## src/rtl/demux_logic_pkg.sv

```systemverilog
// Shared types for the demux logic router: function codes for the bitwise unit.
// Optional parity outputs are enabled with DEMUX_LOGIC_PARITY_EN (see router and slot).
package demux_logic_pkg;

    typedef logic [1:0] op_t;

    localparam op_t OP_XOR  = 2'b00;
    localparam op_t OP_XNOR = 2'b01;
    localparam op_t OP_AND  = 2'b10;
    localparam op_t OP_OR   = 2'b11;

endpackage

```

## src/rtl/demux_logic_slot.sv

```systemverilog
// One-entry output buffer for a single router channel: fill, drain and hold.
// DEMUX_LOGIC_PARITY_EN adds an even-parity bit registered alongside the data.
module demux_logic_slot
    import demux_logic_pkg::*;
#(
    parameter int WIDTH = 8
) (
    input  logic             clk,
    input  logic             rst_n,
    input  logic             fill,
    input  logic [WIDTH-1:0] fill_data,
    input  logic             out_ready,
    output logic             out_valid,
    output logic [WIDTH-1:0] out_data
`ifdef DEMUX_LOGIC_PARITY_EN
    ,
    output logic             out_parity
`endif
);

    // A fill wins over a drain at the same edge, so the slot stays valid with new data.
    always_ff @(posedge clk or negedge rst_n) begin
        if (!rst_n) begin
            out_valid <= 1'b0;
            out_data  <= '0;
        end else if (fill) begin
            out_valid <= 1'b1;
            out_data  <= fill_data;
        end else if (out_ready) begin
            out_valid <= 1'b0;
        end
    end

`ifdef DEMUX_LOGIC_PARITY_EN
    always_ff @(posedge clk or negedge rst_n) begin
        if (!rst_n) begin
            out_parity <= 1'b0;
        end else if (fill) begin
            out_parity <= ^fill_data;
        end
    end
`endif

endmodule

```

## src/rtl/demux_logic_router.sv

```systemverilog
// Bitwise XOR/XNOR/AND/OR unit whose result is routed into one of NUM_CH buffered channels.
// DEMUX_LOGIC_PARITY_EN adds the per-channel out_parity port.
module demux_logic_router
    import demux_logic_pkg::*;
#(
    parameter  int WIDTH  = 8,
    parameter  int NUM_CH = 4,
    localparam int SEL_W  = $clog2(NUM_CH)
) (
    input  logic                    clk,
    input  logic                    rst_n,
    input  logic                    in_valid,
    output logic                    in_ready,
    input  logic [WIDTH-1:0]        in_a,
    input  logic [WIDTH-1:0]        in_b,
    input  op_t                     in_op,
    input  logic [SEL_W-1:0]        in_ch,
    output logic [NUM_CH-1:0]       out_valid,
    input  logic [NUM_CH-1:0]       out_ready,
    output logic [NUM_CH*WIDTH-1:0] out_data,
    output logic                    drop_err
`ifdef DEMUX_LOGIC_PARITY_EN
    ,
    output logic [NUM_CH-1:0]       out_parity
`endif
);

    logic [WIDTH-1:0] result;
    logic             ch_ok;
    logic             accept;

    always_comb begin
        result = in_a ^ in_b;
        case (in_op)
            OP_XOR:  result = in_a ^ in_b;
            OP_XNOR: result = ~(in_a ^ in_b);
            OP_AND:  result = in_a & in_b;
            OP_OR:   result = in_a | in_b;
            default: result = in_a ^ in_b;
        endcase
    end

    // An unmatched select leaves in_ready high so the transaction is swallowed and flagged.
    always_comb begin
        ch_ok    = 1'b0;
        in_ready = 1'b1;
        for (int k = 0; k < NUM_CH; k++) begin
            if (in_ch == SEL_W'(k)) begin
                ch_ok    = 1'b1;
                in_ready = !out_valid[k] || out_ready[k];
            end
        end
    end

    assign accept = in_valid && in_ready;

    always_ff @(posedge clk or negedge rst_n) begin
        if (!rst_n) begin
            drop_err <= 1'b0;
        end else begin
            drop_err <= accept && !ch_ok;
        end
    end

    for (genvar k = 0; k < NUM_CH; k++) begin : g_slot
        logic fill;

        assign fill = accept && (in_ch == SEL_W'(k));

        demux_logic_slot #(
            .WIDTH(WIDTH)
        ) u_slot (
            .clk       (clk),
            .rst_n     (rst_n),
            .fill      (fill),
            .fill_data (result),
            .out_ready (out_ready[k]),
            .out_valid (out_valid[k]),
            .out_data  (out_data[k*WIDTH +: WIDTH])
`ifdef DEMUX_LOGIC_PARITY_EN
            ,
            .out_parity(out_parity[k])
`endif
        );
    end

endmodule

```

## config.mk

```make
export PLATFORM = sky130hd
export DESIGN_NAME = demux_logic_router
export DESIGN_NICKNAME = d
export VERILOG_FILES = /design/src/rtl/demux_logic_pkg.sv /design/src/rtl/demux_logic_slot.sv /design/src/rtl/demux_logic_router.sv
export SDC_FILE = /design/constraint.sdc
export NUM_CORES = 1
export LEC_CHECK = 0
export BUFFER_PORTS_ARGS = -buffer_cell sky130_fd_sc_hd__buf_2
export CORE_UTILIZATION = 37
export CTS_CLUSTER_DIAMETER = 100
export DETAILED_ROUTE_END_ITERATION = 7
export SETUP_SLACK_MARGIN = 0.05
export SLEW_MARGIN = 20
export SYNTH_ARGS = -nofsm -noshare
export SYNTH_HDL_FRONTEND = slang
export SYNTH_SLANG_ARGS = --single-unit
```

## constraint.sdc

```tcl
create_clock -name clk -period 3.33 [get_ports clk]
set_clock_uncertainty 0.1 [all_clocks]
set_input_delay 0.333 -clock clk [delete_from_list [all_inputs] [get_ports clk]]
set_output_delay 0.333 -clock clk [all_outputs]
set_load 0.01 [all_outputs]
```

## Word level (Yosys, flattened, before mapping)

Index checks and enable logic that the tools add are counted.

- Equality and inequality tests: 6
- Mux-type cells: 17
- Bitwise logic cells: 4
- Reduce and logical (&&, ||, !) cells: 21

Operators by type and width:

| cell | number |
|---|---|
| $pmux W8 S4 | 1 |
| $mux W1 | 16 |
| $and A8 B8 Y8 | 1 |
| $eq A2 B2 Y1 const B | 4 |
| $not A8 Y8 | 1 |
| $or A8 B8 Y8 | 1 |
| $reduce_bool A2 Y1 | 4 |
| $xor A8 B8 Y8 | 1 |
| $logic_and A1 B1 Y1 | 6 |
| $logic_not A1 Y1 | 5 |
| $eq A2 B1 Y1 const B | 2 |
| $logic_not A2 Y1 | 2 |
| $logic_or A1 B1 Y1 | 4 |

- Register bits: 37
- Bits of input ports: 27
- Output and inout port bits: 38
- Logic and storage cells: 57

## Depth between registers and ports, before layout

Gate-level depths: netlist of the first run.

- Depth after elaboration: 9
- Gate-level depth with buffers: 5
- Mapped depth without buffers: 5

## Hierarchy

Synthesis of the first run repeated with hierarchy kept, for this count alone.

- Cells, all modules: 163
- Area total of the unflattened synthesis: 2094.5 µm²

Modules (own cells, without submodules):

| module | instances | cells each | area an instance (µm²) |
|---|---|---|---|
| demux_logic_slot | 4 | 20 | 369.1 |
| demux_logic_router | 1 | 83 | 618.1 |

## Worst setup path after synthesis of the first run

OpenSTA, ideal clock, no wires.

- Path type: register to output
- Start point: register g_slot[3].u_slot.out_valid
- End point: output in_ready
- Arrival time: 1188 ps
- Slack: 1709 ps
- Cell stages (with the launch flop): 5
- Buffers on the path: 1
- Path through: dfrtp_1 > nor2b_1 > clkbuf_1 > mux4_2 > inv_1

- Longest elaborated chain between the ends: 3

RTL lines:

| element | RTL line | RTL |
|---|---|---|
| from (decl) | demux_logic_slot.sv:13 | `output logic out_valid,` |
| from (signal assigned) | demux_logic_slot.sv:24 | `out_valid <= 1'b0;` |
| from (signal assigned) | demux_logic_slot.sv:27 | `out_valid <= 1'b1;` |
| from (signal assigned) | demux_logic_slot.sv:30 | `out_valid <= 1'b0;` |
| $logic_not A1 Y1 | demux_logic_router.sv:50 | `in_ready = !out_valid[k] \|\| out_ready[k];` |
| $logic_or A1 B1 Y1 | demux_logic_router.sv:50 |  |
| $mux W1 | demux_logic_router.sv:48 | `if (in_ch == SEL_W'(k)) begin` |
| to (decl) | demux_logic_router.sv:13 | `output logic in_ready,` |

No other way between the ends.

## Final worst setup path of the first run

- Start point: register g_slot[0].u_slot.out_valid
- End point: output in_ready

- Longest elaborated chain between the ends: 6

RTL lines:

| element | RTL line |
|---|---|
| from (decl) | demux_logic_slot.sv:13 |
| from (signal assigned) | demux_logic_slot.sv:24 |
| from (signal assigned) | demux_logic_slot.sv:27 |
| from (signal assigned) | demux_logic_slot.sv:30 |
| $logic_not A1 Y1 | demux_logic_router.sv:50 |
| $logic_or A1 B1 Y1 | demux_logic_router.sv:50 |
| $mux W1 (4 in series) | demux_logic_router.sv:48 |

No other way between the ends.

==> impl_metrics.env, run 1 <==
export IMPL_synth_nets=251
export IMPL_cts_sinks=37
export IMPL_fin_nets=307
export IMPL_ys_types=24
export IMPL_vias_per_cell=5.12
export IMPL_wirelength_mm=4.57
export IMPL_grt_use_total=0.167
export IMPL_p_leak_nw=1.24
export IMPL_required_ns=2.90
export IMPL_drcViolationCount=0
export IMPL_synth_area_per_cell_um2=9.82
export IMPL_cap_viol_max_count=0
export IMPL_synth_area_leaders="dfrtp_1, o31ai_1, ha_1"
export IMPL_cpPeakStageDelay_ns=0.59
export IMPL_multi_input_area_um2=973
export IMPL_cp_start_kind="register"
export IMPL_route_top_layer_used="met4"
export IMPL_drive_above_1_share=0.308
export IMPL_rsz0062_at_grt="no"
export IMPL_root_buffer="clkbuf_8"
export IMPL_hold_violations=0
export IMPL_final_cells=333
export IMPL_rows=26
export IMPL_die_area_um2=5820
export IMPL_grt_max_degree=38
export IMPL_cts_hold_buf=0
export IMPL_cp_top_family="simple AND/OR/NAND/NOR gates"
export IMPL_ff_latch_area_um2=926
export IMPL_clk_pin_slew_ns=0.07
export IMPL_cts_resized=0
export IMPL_synth_seq_cells=37
export IMPL_vias=1706
export IMPL_cp_max_fo=11
export IMPL_critPathArrivalTime_ns=1.71
export IMPL_wl_per_cell_um=13.7
export IMPL_synth_top_area_cell="dfrtp_1"
export IMPL_port_buffers=64
export IMPL_antenna_cells=0
export IMPL_grt_pass1_wl_mm=7.67
export IMPL_grt_overflow=0
export IMPL_dr_wl_met2_mm=2.07
export IMPL_worst_slack_ns=1.18
export IMPL_postCtsSetupBuffers=0
export IMPL_dpl_hpwl_mm=3.43
export IMPL_max_slew_margin=0.468
export IMPL_finalSetupViolCount=0
export IMPL_numCtsBuffers=5
export IMPL_wl_met3_um=260
export IMPL_n_fill_cell=529
export IMPL_fp_dieH_um=76.3
export IMPL_r2r_cells=3
export IMPL_die_x_um=76.3
export IMPL_yosys_warnings=0
export IMPL_drt_iter0_markers=114
export IMPL_slew_viol_final=0
export IMPL_async_flop_share=1.00
export IMPL_grt_antenna_before_repair=0
export IMPL_wl_met1_mm=2.19
export IMPL_gp_congestion=0.768
export IMPL_core_um2=5200
export IMPL_tns_ns=0
export IMPL_r2r_slack_ns=1.55
export IMPL_crit_path_cell_trace="nor2b_1, mux4_2, inv_1, buf_2"
export IMPL_synth_main_ff_cell="dfrtp_1"
export IMPL_worst_pin_slew_ns=0.798
export IMPL_place_ws_ns=1.40
export IMPL_clkLatencyLatePin_ns=0.28
export IMPL_worst_path_buf_inv=2
export IMPL_drt_antenna_violating_nets=0
export IMPL_worst_setup_path_type="reg -> out"
export IMPL_synth_cell_area_um2=2040
export IMPL_cts_buffer_depth=2
export IMPL_htree_levels=2
export IMPL_place_inst=327
export IMPL_hold_class="in -> async"
export IMPL_io_pins=65
export IMPL_power_density_nw_per_um2=491
export IMPL_r2r_end="g_slot[0].u_slot.out_data[1]"
export IMPL_status="completed"
export IMPL_period_share=0.645
export IMPL_critPathSlowestCell="nor2b_1"
export IMPL_cts_tree="built"
export IMPL_fmax_mhz=466
export IMPL_start_util=0.392
export IMPL_peakVddDrop_v=0.000177
export IMPL_synth_top_area_share=0.453
export IMPL_synth_edf_count=0
export IMPL_r2r_start="g_slot[0].u_slot.out_valid"
export IMPL_drtPass1Iterations=4
export IMPL_grt_pass1_vias=1571
export IMPL_synthCells=208
export IMPL_area_growth_pct=20.1
export IMPL_fin_crit_ns=2.15
export IMPL_crit_path_end_kind="output pin"
export IMPL_synth_seq_area_share=0.453
worst max-delay path by stage:
stage,from,end,slack [ns],cells after the start
after floorplan,g_slot[3].u_slot.out_valid,in_ready,1.71,4
after detailed placement,in_ch[1],g_slot[0].u_slot.out_data[1],1.40,4
after CTS,g_slot[0].u_slot.out_valid,in_ready,1.20,4
after global placement,out_ready[0],in_ready,1.43,5
final,g_slot[0].u_slot.out_valid,in_ready,1.18,4
after global routing,g_slot[0].u_slot.out_valid,in_ready,1.08,4
layout make-up:
cell class                 instances  area share
multi-input combinational        138       0.397
sequential                        37       0.378
timing repair buffer              65       0.134
tap                               70      0.0357
clock buffer                       5      0.0281
inverter                          17      0.0260
clock inverter                     1     0.00204
metal layers:
metal,track usage,vias up
met5,0,-
met4,0.0788,0
met3,0.0240,4
met2,0.248,62
met1,0.239,812
li1,-,828
cell families after synthesis:
| kind of cell | count (synthesis) | share of synthesized area |
|---|---|---|
| XOR/XNOR | 8 | 0.0343 |
| buffers and inverters | 33 | 0.0698 |
| flip-flops | 37 | 0.453 |
| other | 1 | 0.00184 |
| adder cells (fa/ha/maj) | 16 | 0.0980 |
| multiplexers | 1 | 0.0110 |
| AND/OR/NAND/NOR | 42 | 0.113 |
| AO/OA/AOI/OAI | 70 | 0.218 |
synth_stat cells (all sizes together) (2+ instances only):
master,count
dfrtp,37
o21ai,32
o31ai,32
inv,17
ha,16
or2,10
buf,8
clkbuf,8
nand2b,8
nor2,8
xor2,8
a21boi,6
nand2,6
nor2b,4
and3,2
nand3b,2
state kept, by name (all words and copies together), names as in the netlist:
signal,count
g_slot.u_slot.out_valid,4
drop_err,1
g_slot.u_slot.out_data,32
where the power goes:
part	total, mW	internal [mW]	switching (mW)	leakage, nW
logic	0.340	0.144	0.195	0.743
clock network	0.280	0.138	0.142	0.0399
registers	0.584	0.539	0.0456	0.458
worst register-to-register path: cells and delay by family (launching register included):
family / cells / cell delay, ns
flip-flops: 1 / 0.33
AO/OA/AOI/OAI: 1 / 0.16
AND/OR/NAND/NOR: 2 / 1.05
layout by cell type, fill, tap and decap left out:
cell type	instances
a21boi_1	4
nor2_1	8
clkbuf_8	5
ha_1	16
clkinv_2	1
buf_4	1
or2_0	1
nand3_1	1
o21ai_0	32
o31ai_1	32
nand3b_1	2
and3_1	2
buf_2	64
or2_2	9
inv_1	17
nand2b_1	8
xor2_1	8
a21boi_0	2
dfrtp_1	37
nand2_1	6
nor2b_1	4
or3b_1	1
mux4_2	1
conb_1	1
stage by stage:
stage                util  power, mW  hold WS (ns)  cell area (um2)
global route        0.471       1.28        0.0959             2450
finish              0.471       1.20        0.0417             2450
CTS                 0.471       1.22        0.0621             2450
floorplan               -      0.780       -0.0626             2040
global placement    0.457      0.930         0.371             2380
detailed placement  0.457      0.936         0.367             2380
Note: power is estimated with default switching activity, not from simulation.
==> run 2, diff against run 1 <==
- ABC_AREA: default -> 1
- clock period: 3.33 -> 2.13 ns (I/O delays scaled with it)
==> run 2 against run 1 <==
  * Critical path depth up 3
  * Utilization up 0.61 points
  * Sequential cell count unchanged
  * Worst setup slack worse by 0.98 ns
  * Final area up 9.8%
  * Hold slack better by 0.15 ns
  * Sequential power up 58%
  * Count of clock-buffer cells in the layout up 2
  * Sequential share of layout area down 3.4 points
  * First-iteration DRC count down 22%
  * Power up 68%
  * Clock power up 91%
  * Critical endpoint unchanged
  * Largest cell class unchanged
==> impl_metrics.env, run 2 <==
export IMPL_r2r_slack_ns=0.55
export IMPL_worst_pin_slew_ns=0.837
export IMPL_fp_dieH_um=79.3
export IMPL_place_ws_ns=0.448
export IMPL_status="completed"
export IMPL_r2r_start="g_slot[2].u_slot.out_valid"
export IMPL_power_density_nw_per_um2=750
export IMPL_seq_power_share=0.456
export IMPL_top_regs="g_slot.u_slot.out_data: 32 flops, g_slot.u_slot.out_valid: 4 flops, drop_err: 1 flops"
export IMPL_core_um2=5640
export IMPL_yosys_warnings=0
export IMPL_ys_types=19
export IMPL_die_x_um=79.3
export IMPL_synth_top_area_share=0.419
export IMPL_drive_above_1_share=0.284
export IMPL_synth_area_per_cell_um2=8.12
export IMPL_vias=1953
export IMPL_grt_max_degree=38
export IMPL_fmax_mhz=518
export IMPL_rows=27
export IMPL_synth_area_leaders="dfrtp_1, nand2_1, ha_1"
export IMPL_hold_ws_ns=0.189
export IMPL_grt_pass1_wl_mm=8.65
export IMPL_synthCells=272
export IMPL_required_ns=1.82
export IMPL_drt_iter0_markers=89
export IMPL_intPower_mw=1.35
export IMPL_synth_cell_area_um2=2210
export IMPL_r2r_cells=7
export IMPL_top_register="g_slot.u_slot.out_data"
export IMPL_wirelength_mm=5.43
export IMPL_area_growth_pct=21.9
export IMPL_critPathArrivalTime_ns=1.62
export IMPL_grt_overflow=0
export IMPL_pwr_share_comb=0.279
export IMPL_drcViolationCount=0
export IMPL_worst_setup_path_type="in -> out"
export IMPL_synth_edf_count=0
export IMPL_clk_pin_slew_ns=0.07
export IMPL_gp_congestion=0.815
export IMPL_die_area_um2=6280
export IMPL_start_util=0.391
export IMPL_rsz0062_at_grt="no"
export IMPL_r2r_end="g_slot[2].u_slot.out_data[4]"
export IMPL_cts_buffer_depth=2
export IMPL_mostFrequentLayoutCells="nand2_1, buf_2, dfrtp_1"
export IMPL_numCtsBuffers=5
export IMPL_cp_start_kind="primary input"
export IMPL_grt_pass1_vias=1782
export IMPL_async_flop_share=1.00
export IMPL_finalSetupViolCount=0
export IMPL_synth_top_area_cell="dfrtp_1"
export IMPL_root_buffer="clkbuf_8"
export IMPL_grt_use_total=0.182
export IMPL_cp_max_fo=13
export IMPL_period_share=0.906
export IMPL_synth_seq_area_share=0.419
export IMPL_dpl_hpwl_mm=3.95
export IMPL_cts_tree="built"
export IMPL_fin_nets=380
export IMPL_total_power_mw=2.02
export IMPL_port_buffers=64
export IMPL_synth_nets=315
export IMPL_max_slew_margin=0.442
export IMPL_htree_levels=2
export IMPL_min_to="g_slot[3].u_slot.out_valid"
export IMPL_crit_path_end_kind="output pin"
export IMPL_final_common_cell="nand2_1"
export IMPL_hold_violations=0
export IMPL_worst_slack_ns=0.199
export IMPL_cts_resized=0
export IMPL_peakVddDrop_v=0.000339
export IMPL_cts_sinks=37
export IMPL_tns_ns=0
export IMPL_clkPwrFrac=0.266
export IMPL_clkLatencyLatePin_ns=0.29
export IMPL_antenna_cells=0
export IMPL_hp_start="out_ready[3]"
export IMPL_synth_main_ff_cell="dfrtp_1"
export IMPL_holdPathStages=4
export IMPL_wl_per_cell_um=13.2
export IMPL_synth_commonest_cells="nand2_1, dfrtp_1, inv_1"
export IMPL_power_switching_uw=668
export IMPL_p_leak_nw=1.55
export IMPL_largest_reg_flops=32
export IMPL_postCtsSetupBuffers=0
export IMPL_swShare=0.331
export IMPL_drt_antenna_violating_nets=0
export IMPL_n_fill_cell=599
export IMPL_slew_viol_final=0
export IMPL_hold_class="in -> reg"
export IMPL_io_pins=65
export IMPL_vias_per_cell=4.76
export IMPL_grt_antenna_before_repair=0
export IMPL_yosysMostFrequentCell="nand2_1"
export IMPL_drtPass1Iterations=4
export IMPL_cap_viol_max_count=0
export IMPL_fin_crit_ns=1.93
export IMPL_synth_seq_cells=37
==> run 2: cell types whose count changed in the layout (fill, tap and decap cells not counted), sizes merged, moves of 10 or more <==
cell | previous run | this run
nand2 | 6 | 94
nand3 | 1 | 18
or2 | 10 | 0
inv | 17 | 43
nand4 | 0 | 35
o21ai | 32 | 3
o31ai | 32 | 0
==> run 2: worst max-delay path by stage <==
| stage | from | end | slack [ns] | cells after the start |
|---|---|---|---|---|
| finish | out_ready[2] | in_ready | 0.20 | 7 |
| global route | out_ready[2] | in_ready | 0.12 | 7 |
| CTS | out_ready[2] | in_ready | 0.08 | 7 |
| detailed placement | in_ch[1] | in_ready | 0.45 | 7 |
| global placement | in_ch[1] | in_ready | 0.44 | 7 |
| floorplan | g_slot[0].u_slot.out_valid | g_slot[0].u_slot.out_data[0] | 0.88 | 8 |
==> run 2: repair_timing <==
item,4_1_cts,5_1_grt
endpoints found under the setup margin,0,1
hold buffers,4,0
hold endpoints to repair,40,0
==> run 2: metal layers <==
| metal | vias to the layer above | GRT usage | wire length [um] |
|---|---|---|---|
| met3 | 5 | 0.0356 | 316 |
| met5 | - | 0 | 0 |
| met2 | 69 | 0.284 | 2460 |
| li1 | 996 | - | - |
| met4 | 0 | 0.0655 | 82 |
| met1 | 883 | 0.248 | 2570 |
==> run 2: critical path, stage by stage <==
cell and delay [ns]:
dlygate4sd3_1 0.52, buf_2 0.11, nor2_1 0.05, nand2_2 0.09
nand3_2 0.12, nor2_4 0.33, buf_2 0.20
==> run 2: cells by family (layout without fill, tap and decap cells) <==
| kind of cell | count (synthesis) | after routing | share of synthesized area |
|---|---|---|---|
| AO/OA/AOI/OAI | 3 | 3 | 0.00680 |
| adder cells (fa/ha/maj) | 16 | 16 | 0.0907 |
| buffers and inverters | 55 | 120 | 0.110 |
| flip-flops | 37 | 37 | 0.419 |
| other | 1 | 1 | 0.00170 |
| AND/OR/NAND/NOR | 160 | 161 | 0.372 |
==> run 2: stage by stage <==
step | cells | util | area, um2
floorplan | 272 | - | 2210
global placement | 397 | 0.451 | 2540
detailed placement | 397 | 0.451 | 2540
CTS | 409 | 0.476 | 2690
global route | 410 | 0.477 | 2690
finish | 410 | 0.477 | 2690
==> run 2: power groups by stage <==
stage | Sequential, mW | Combinational (mW) | Clock [mW]
finish | 0.921 | 0.563 | 0.536
global route | 0.939 | 0.636 | 0.575
CTS | 0.921 | 0.568 | 0.560
detailed placement | 0.933 | 0.561 | 0
global placement | 0.934 | 0.554 | 0
floorplan | 0.988 | 0.257 | 0
==> run 2: final cells by class <==
class                   instances  area [um2]  share of cell area
repair buffers                 69         368               0.137
inverters                      43         161              0.0599
flip-flops and latches         37         926               0.344
multi-input cells             181        1050               0.388
clock buffers                   7        96.3              0.0358
clock inverters                 1        5.00             0.00186
well taps                      72        90.1              0.0335
==> run 3, diff against run 2 <==
- PLACE_DENSITY_LB_ADDON: default -> 0.3
- SLEW_MARGIN: 20 -> default
- clock period: 2.13 -> 2.07 ns (I/O delays scaled with it)
==> run 3 against run 2 <==
  * Global-route usage decreased by 0.43 points
  * Worst setup slack improved by 0.0034 ns
  * Via count increased by 0.10%
  * Sequential power increased by 2.7%
  * Final area increased by 0.70%
  * Largest cell class unchanged
==> impl_metrics.env, run 3 (synthesis results as in run 2) <==
export IMPL_wl_per_cell_um=12.8
export IMPL_htree_levels=2
export IMPL_peakVddDrop_v=0.000417
export IMPL_worst_setup_path_type="in -> out"
export IMPL_drt_antenna_violating_nets=0
export IMPL_top_regs="g_slot.u_slot.out_data: 32 flops, g_slot.u_slot.out_valid: 4 flops, drop_err: 1 flops"
export IMPL_drtPass1Iterations=4
export IMPL_numCtsBuffers=5
export IMPL_core_um2=5640
export IMPL_cp_start_kind="primary input"
export IMPL_wirelength_mm=5.23
export IMPL_worst_path_buf_inv=3
export IMPL_port_buffers=64
export IMPL_critPathArrivalTime_ns=1.56
export IMPL_drt_iter0_markers=87
export IMPL_dpl_hpwl_mm=3.91
export IMPL_cts_resized=0
export IMPL_root_buffer="clkbuf_8"
export IMPL_power_density_nw_per_um2=804
export IMPL_antenna_cells=0
export IMPL_clkLatencyLatePin_ns=0.29
export IMPL_fin_crit_ns=1.87
export IMPL_cap_viol_max_count=0
export IMPL_gp_congestion=0.828
export IMPL_met3_usage=0.0506
export IMPL_cts_tree="built"
export IMPL_fin_nets=380
export IMPL_grt_max_degree=38
export IMPL_die_area_um2=6280
export IMPL_p_leak_nw=1.56
export IMPL_crit_path_cell_trace="dlygate4sd3_1, buf_2, nor2_1, nand2_2, nand3_2, nor2_4, buf_2"
export IMPL_required_ns=1.76
export IMPL_cp_top_family="buffers and inverters"
export IMPL_drcViolationCount=0
export IMPL_tns_ns=0
export IMPL_grt_busiest_layer="met2"
export IMPL_slew_viol_final=0
export IMPL_cpPeakStageDelay_ns=0.52
export IMPL_cp_max_fo=13
export IMPL_critPathSlowestCell="dlygate4sd3_1"
export IMPL_cts_buffer_depth=2
export IMPL_grt_overflow=0
export IMPL_fp_dieH_um=79.3
export IMPL_cts_sinks=37
export IMPL_hold_class="in -> reg"
export IMPL_final_util=0.481
export IMPL_clk_pin_slew_ns=0.08
export IMPL_crit_top_cell="buf_2"
export IMPL_status="completed"
export IMPL_vias_per_cell=4.77
export IMPL_rsz0062_at_grt="no"
export IMPL_worst_pin_slew_ns=0.828
export IMPL_grt_use_total=0.177
export IMPL_start_util=0.391
export IMPL_largest_reg_flops=32
export IMPL_mostFrequentLayoutCells="nand2_1, buf_2, dfrtp_1"
export IMPL_grt_antenna_before_repair=0
export IMPL_area_growth_pct=22.8
export IMPL_drive_above_1_share=0.284
export IMPL_grt_pass1_wl_mm=8.46
export IMPL_max_slew_margin=0.448
export IMPL_met1_usage=0.224
export IMPL_rows=27
export IMPL_hold_violations=0
export IMPL_top_register="g_slot.u_slot.out_data"
export IMPL_die_x_um=79.3
export IMPL_period_share=0.902
export IMPL_fmax_mhz=536
export IMPL_crit_path_end_kind="output pin"
export IMPL_postCtsSetupBuffers=0
export IMPL_use_met2=0.287
export IMPL_grt_pass1_vias=1805
export IMPL_vias=1955
export IMPL_io_pins=65
export IMPL_final_common_cell="nand2_1"
export IMPL_finalSetupViolCount=0
==> run 3: cell types whose count changed in the layout (fill, tap and decap cells not counted), sizes merged <==
cell / before / now
clkinv: 1 / 0
clkbuf: 7 / 6
bufinv: 0 / 1
clkinvlp: 0 / 1
==> run 3: final timing paths <==
kind	startpoint	end	slack [ns]	cells past startpoint
max	out_ready[0]	in_ready	0.20	7
min	out_ready[3]	g_slot[3].u_slot.out_valid	0.18	4
max reg2reg	g_slot[2].u_slot.out_valid	g_slot[1].u_slot.out_data[7]	0.52	7
min reg2reg	g_slot[0].u_slot.out_data[7]	g_slot[0].u_slot.out_data[7]	0.37	2
max in group asynchronous	rst_n	g_slot[1].u_slot.out_data[3]	0.90	2
min in group asynchronous	rst_n	g_slot[0].u_slot.out_data[6]	0.45	2
==> run 3: cell type report <==
cell class	count	area [um2]
clock buffers	6	82.6
clock inverters	2	37.5
fillers	563	2930
inverters	43	161
multi-input cells	181	1050
flip-flops and latches	37	926
well taps	72	90.1
repair buffers	69	368
==> run 3: layer usage <==
metal | vias to the layer above | routed length (um)
met5 | - | 0
met4 | 0 | 85
met3 | 8 | 373
met2 | 70 | 2410
met1 | 881 | 2360
li1 | 996 | -
==> run 3: repair_timing <==
item / CTS / global route
setup endpoints to repair: 0 / 1
hold buffers: 4 / 0
endpoints found under the hold margin: 40 / 0
==> run 3: per-stage QoR <==
step	setup slack [ns]	power (mW)	cells	hold WS, ns	cell area, um2
6_report	0.203	2.18	410	0.184	2710
4_1_cts	0.0738	2.20	409	0.180	2710
5_1_grt	0.123	2.32	410	0.207	2710
3_5_place_dp	0.429	1.54	397	0.246	2540
3_3_place_gp	0.458	1.53	397	0.248	2540
2_1_floorplan	0.822	1.28	272	-0.189	2210
==> run 3: worst reg2reg max path, stage by stage, from the launching register on <==
cell     delay, ns
dfrtp_1       0.38
inv_1         0.07
nor2_1        0.06
nand2_2       0.08
nand3_2       0.10
nor2_2        0.44
nand4_1       0.15
nand2_1       0.10
==> run 3: power by group <==
part           switching, mW  total [mW]  internal [mW]
Clock                  0.266       0.658          0.392
Combinational          0.351       0.575          0.224
Sequential            0.0808       0.946          0.865
Total                  0.698        2.18           1.48
